===== src/rtl/shared_bus_xfer.sv =====
// Moves a fixed-length burst from the arbiter-granted client onto one shared
// valid/ready output channel, with done/abort/err status pulses.
module shared_bus_xfer #(
    parameter int DATA_W    = 8,
    parameter int BURST_LEN = 4
) (
    input  logic              clk,
    input  logic              rst_n,
    input  logic              G0,
    input  logic              G1,
    input  logic              V0,
    input  logic              V1,
    input  logic [DATA_W-1:0] D0,
    input  logic [DATA_W-1:0] D1,
    output logic              RDY0,
    output logic              RDY1,
    output logic [DATA_W-1:0] out_data,
    output logic              out_valid,
    input  logic              out_ready,
    output logic              busy,
    output logic              owner,
    output logic              done,
    output logic              abort,
    output logic              err
);
    localparam int CNT_W = $clog2(BURST_LEN + 1);

    typedef enum logic [1:0] {IDLE, XFER, DONE} state_t;

    state_t            state_reg, state_next;
    logic              owner_reg, owner_next;
    logic [CNT_W-1:0]  cnt_reg, cnt_next;
    logic [DATA_W-1:0] out_data_reg;
    logic              out_valid_reg;
    logic              done_reg, done_next;
    logic              abort_reg, abort_next;
    logic              err_reg, err_next;

    logic [1:0]        grant_vec, valid_vec, rdy_vec;
    logic              can_load, accept, own_grant, last_beat;
    logic [DATA_W-1:0] own_data;

    assign grant_vec = {G1, G0};
    assign valid_vec = {V1, V0};
    assign can_load  = !out_valid_reg || out_ready;
    assign own_grant = grant_vec[owner_reg];
    assign own_data  = owner_reg ? D1 : D0;
    assign last_beat = (cnt_reg == CNT_W'(BURST_LEN - 1));

    // Ready is gated by the live grant, so a dropped grant never accepts a beat.
    genvar gi;
    generate
        for (gi = 0; gi < 2; gi++) begin : g_rdy
            assign rdy_vec[gi] = (state_reg == XFER) && (owner_reg == 1'(gi))
                                 && grant_vec[gi] && can_load;
        end
    endgenerate

    assign accept = |(rdy_vec & valid_vec);

    always_comb begin
        state_next = state_reg;
        owner_next = owner_reg;
        cnt_next   = cnt_reg;
        done_next  = 1'b0;
        abort_next = 1'b0;
        err_next   = 1'b0;
        case (state_reg)
            IDLE: begin
                if (G0 ^ G1) begin
                    owner_next = G1;
                    cnt_next   = '0;
                    state_next = XFER;
                end else if (G0 && G1) begin
                    err_next = 1'b1;
                end
            end
            XFER: begin
                if (!own_grant) begin
                    abort_next = 1'b1;
                    cnt_next   = '0;
                    state_next = IDLE;
                end else if (accept) begin
                    if (last_beat) begin
                        done_next  = 1'b1;
                        cnt_next   = '0;
                        state_next = DONE;
                    end else begin
                        cnt_next = cnt_reg + 1'b1;
                    end
                end
            end
            DONE:    state_next = IDLE;
            default: state_next = IDLE;
        endcase
    end

    always_ff @(posedge clk or negedge rst_n) begin
        if (!rst_n) begin
            state_reg <= IDLE;
            owner_reg <= 1'b0;
            cnt_reg   <= '0;
            done_reg  <= 1'b0;
            abort_reg <= 1'b0;
            err_reg   <= 1'b0;
        end else begin
            state_reg <= state_next;
            owner_reg <= owner_next;
            cnt_reg   <= cnt_next;
            done_reg  <= done_next;
            abort_reg <= abort_next;
            err_reg   <= err_next;
        end
    end

    // Output register drains independently of the burst state machine.
    always_ff @(posedge clk or negedge rst_n) begin
        if (!rst_n) begin
            out_data_reg  <= '0;
            out_valid_reg <= 1'b0;
        end else if (accept) begin
            out_data_reg  <= own_data;
            out_valid_reg <= 1'b1;
        end else if (out_ready) begin
            out_valid_reg <= 1'b0;
        end
    end

    assign RDY0      = rdy_vec[0];
    assign RDY1      = rdy_vec[1];
    assign out_data  = out_data_reg;
    assign out_valid = out_valid_reg;
    assign busy      = (state_reg == XFER) || (state_reg == DONE);
    assign owner     = owner_reg;
    assign done      = done_reg;
    assign abort     = abort_reg;
    assign err       = err_reg;
endmodule


===== config.mk =====
export PLATFORM = sky130hd
export DESIGN_NAME = shared_bus_xfer
export DESIGN_NICKNAME = d
export VERILOG_FILES = /design/src/rtl/shared_bus_xfer.sv
export SDC_FILE = /design/constraint.sdc
export NUM_CORES = 1
export LEC_CHECK = 0
export BUFFER_PORTS_ARGS = -buffer_cell sky130_fd_sc_hd__buf_2
export CAP_MARGIN = 0
export CORE_AREA = 2 2 51 53
export CTS_CLUSTER_DIAMETER = 120
export CTS_CLUSTER_SIZE = 25
export DETAILED_ROUTE_END_ITERATION = 8
export DIE_AREA = 0 0 53 55
export PLACE_DENSITY = 0.69
export SLEW_MARGIN = 20
export SYNTH_ARGS = -nofsm -noshare
export SYNTH_HDL_FRONTEND = slang
export SYNTH_SLANG_ARGS = --single-unit

===== constraint.sdc =====
create_clock -name clk -period 3.1 [get_ports clk]
set_input_delay 0.93 -clock clk [delete_from_list [all_inputs] [get_ports clk]]
set_output_delay 0.93 -clock clk [all_outputs]
set_load 0.05 [all_outputs]

Word level (Yosys, flattened, before mapping)
Cells that the tools add are included.
- add/subtract/negate cells: 1
- magnitude comparators: 1
- equality and inequality tests: 6
- multiplexer cells: 24
- bitwise logic cells: 3
- reduce and logical (&&, ||, !) cells: 17
- operator list (kind ; number):
    1-bit two-way mux ; 13
    3-bit two-way mux ; 4
    2-bit two-way mux ; 4
    8-bit two-way mux ; 1
    1-bit logical AND ; 7
    3-bit != test (second input constant) ; 2
    3-bit one-hot mux with 2 select lines ; 1
    3-bit AND reduction ; 2
    2-bit one-hot mux with 2 select lines ; 1
    2-bit nonzero test ; 2
    3-bit by 1-bit adder with 3-bit output (second input constant) ; 1
    3-bit by 2-bit equality test with 1-bit output (second input constant) ; 1
    2-bit bitwise AND ; 1
    2-bit by 1-bit equality test with 1-bit output (second input constant) ; 1
    2-bit equality test (second input constant) ; 1
    2-bit zero test ; 1
    1-bit logical OR ; 2
    1-bit by 2-bit < comparator with 1-bit output (second input constant) ; 1
    2-bit != test (second input constant) ; 1
    2-bit AND reduction ; 1
    2-bit OR reduction ; 1
    1-bit zero test ; 1
    1-bit NOT ; 1
    1-bit bitwise XOR ; 1
- register bits: 18
- input port bits: 23
- output and inout port bits: 16
- logic and storage cells: 60

Longest topological paths before layout
- depth in word-level cells: 9
- depth in mapped cells: 6
- gate-level depth less buffers: 6

Least setup slack after synthesis
No wires, ideal clock.
- path type: input to output
- from: input port out_ready
- to: output port RDY0
- arrival time: 1.849 ns
- required time: 2.170 ns
- setup slack: 0.321 ns
- stages: 3
- buffers on the path: 0
- cells stage by stage: nand2b_1 > nand2_1 > nor2_1
- word-level cells in the longest chain between the ends: 2
- ends and longest elaborated chain (item ; RTL line ; text):
    start: declaration ; 19 ; input logic out_ready,
    1-bit logical OR ; 45 ; assign can_load = !out_valid_reg || out_ready;
    1-bit logical AND ; 55 ; && grant_vec[gi] && can_load;
    end: declaration ; 15 ; output logic RDY0,
No other way between the ends.

Worst setup path in the final report
Ends and elaborated chain as after synthesis.

==> run metrics <==
status finished, final reports clean; vias in the first global route 669; RD Place Congestion 0.7743; metal3 WL 51 µm; Worst Hold Depth 2; Critical Path, Cell by Cell buf_2, nand2b_1, nand2_1, nor2_1, buf_2; Final Hold Fails 0; Clock Pin Slew Worst Setup and Hold Paths 0.09 ns; DP HPWL 1447 µm; filler instances 244; DRT Pass-1 Iters 3; Compound-Gate Fraction of Synth Area 0.1657; unrepaired setup endpoints after global routing no; Starting Density 0.3831; Rel. slew slack 0.6046; Setup TNS 0 ns; clk root buf clkbuf_4; Die Y 55 µm; DR vias/cell 4.830; leakage 0.6315 nW; commonest cells after routing, fill and taps aside buf_2 (38), dfrtp_1 (18), nand2_1 (11); final instance area 1145 µm²; crit path launch out_ready; share of cells above drive strength 1 0.3902; P_int 0.0005535 W; slowest CP cell buf_2; Chip Width 53 µm; Cells after Synth 83; Area after DPL 1122 µm²; Final min period 2.594 ns; max-slew violations 0; final-stage net count 152; DIE AREA 2915 µm²; slowest cell delay on critical path 0.26 ns; post-synthesis simple-gate area fraction 0.1354; worst hold margin 0.4834 ns; most used cell, CP buf_2; sequential cell area fraction in the yosys report 0.4972; PwrDens 995.3 nW/µm²; initial antenna violation count 0; All-Layer GR Usage 0.1355; Critical Path Fanout Max 4; first-pass GRT wire length 2794 µm; Cell Area, Synth 905.9 µm²; largest net degree at the start of global routing 19; I/O Buffers 38; Tcrit/Tclk final 0.8369; CTS Hold Bufs 0; switching part of the total power 0.5142; worst skew pair latency 0.28 ns; area leader, netlist dfrtp_1; CP startpoint kind input pin; Reg2Reg Depth 5; WL per Instance 11.64 µm; combinational share of power 0.566; pre-CTS WS 0.5047 ns; row count 18; Core Area 2365 µm²; Post-CTS Setup Inserts 0; Met2 Routed Length 972 µm; crit path DAT 1.66 ns; largest family of logic cells by synthesized area compound AO/OA/AOI/OAI gates; WHS Endpoint out_data[1]; register area 450.4 µm²; critical path endpoint category output pin; share of the synthesized area in the top cell type 0.4972; Flop pwr share 0.338; CP Data Required Time 2.17 ns; fmax 385.4 MHz; post-synthesis mux area share 0.1133; Worst Skew 0.001147 ns; Remaining Overflow, GRT 0; final worst slack 0.5055 ns; net switching power 0.0005859 W; max layer used met4; Clock power frac 0.096; worst IR drop on VDD 0.0004873 V; remaining antenna violation count 0; met1 WL 731 µm; Multi-input gate area 425.4 µm²; top post-synthesis cells by area dfrtp_1 (50%), mux2i_1 (8.8%), ha_1 (5.5%); Layout area overhead 26.38%; post-synthesis xor/xnor area fraction 0; worst hold path class reg2reg; CTS sink cnt 18; synth warn 0; commonest non-fill, non-tap cell in the layout buf_2; DRC 0; Hold Path Origin out_data[1]; Syn Area/Cell 10.91 µm²; RR Endpoint cnt_reg[0]; CTS Buffer Depth 2; H-tree depth 1; Top-Level Pins 39; DR iter-0 viols 3; critical path class in2out; Netlist cell types 29; vias post-DR 739; drt total wl 1781 µm; R2R Setup Slk 1.27 ns; adder-cell share of the synthesized area 0.05525; total CTS buffers 3; PostCTS Resize Cnt 0; diode count 0; final setup violation count 0; FF+latch count, synth 18; final core occ 0.4841; syn nets 110; CTS tree built; R2R Path Start owner; Slew @ Worst Pin 0.5931 ns; Max Cap Viol 0; max FFs per register 8
kinds of logic after synthesis:
| kind of cell | count (synthesis) |
|---|---|
| AND/OR/NAND/NOR | 25 |
| AO/OA/AOI/OAI | 21 |
| flip-flops | 18 |
| multiplexers | 10 |
| buffers and inverters | 5 |
| adder cells (fa/ha/maj) | 4 |
layer usage:
layer,vias up,global-route usage
met3,4,0.02419
met4,0,0.07692
li1,369,-
met5,-,0
met1,355,0.1653
met2,11,0.2271
cell type report:
type / count / area share
repair buffers: 39 / 0.1727
well taps: 30 / 0.03279
flip-flops and latches: 18 / 0.3934
inverters: 3 / 0.009836
clock buffers: 3 / 0.01967
multi-input cells: 60 / 0.3716
through the flow:
step / total power (W) / std cells
after floorplan: 0.0009076 / 83
after global placement: 0.001031 / 150
after detailed placement: 0.001046 / 150
after CTS: 0.001158 / 153
after global routing: 0.001224 / 153
final: 0.001139 / 153
Yosys cell counts, drive strengths merged:
library cell	count
o21ai	8
a21bo	1
buf	2
a211oi	2
and3	2
nor2b	1
o21a	1
ha	4
and2	2
nor2	3
a22o	1
a21o	1
a31oi	1
and3b	1
a21oi	2
o21bai	1
nor3	1
nand2	12
inv	3
o211ai	1
nand2b	3
dfrtp	18
mux2i	8
mux2	2
a21boi	1
o211a	1
power by group through the flow:
stage	registers (W)	logic (W)	clock network, W
2_1_floorplan	0.000597	0.000310	0
3_3_place_gp	0.000390	0.000641	0
3_5_place_dp	0.000393	0.000653	0
4_1_cts	0.000388	0.000654	0.000116
5_1_grt	0.000399	0.000697	0.000128
6_report	0.000385	0.000645	0.000109
critical path, delay by kind of cell:
family	cells	cell delay, ns
simple gates	3	0.40
buf+inv	2	0.33
worst max-delay path by stage:
stage           end  slack (ns)  cells after the start
2_1_floorplan  RDY0        0.32                      3
3_3_place_gp   RDY1        0.51                      5
3_5_place_dp   RDY0        0.50                      5
4_1_cts        RDY0        0.50                      5
5_1_grt        RDY0        0.44                      5
6_report       RDY0        0.51                      5
No activity file was read; power rests on OpenSTA's default activity.
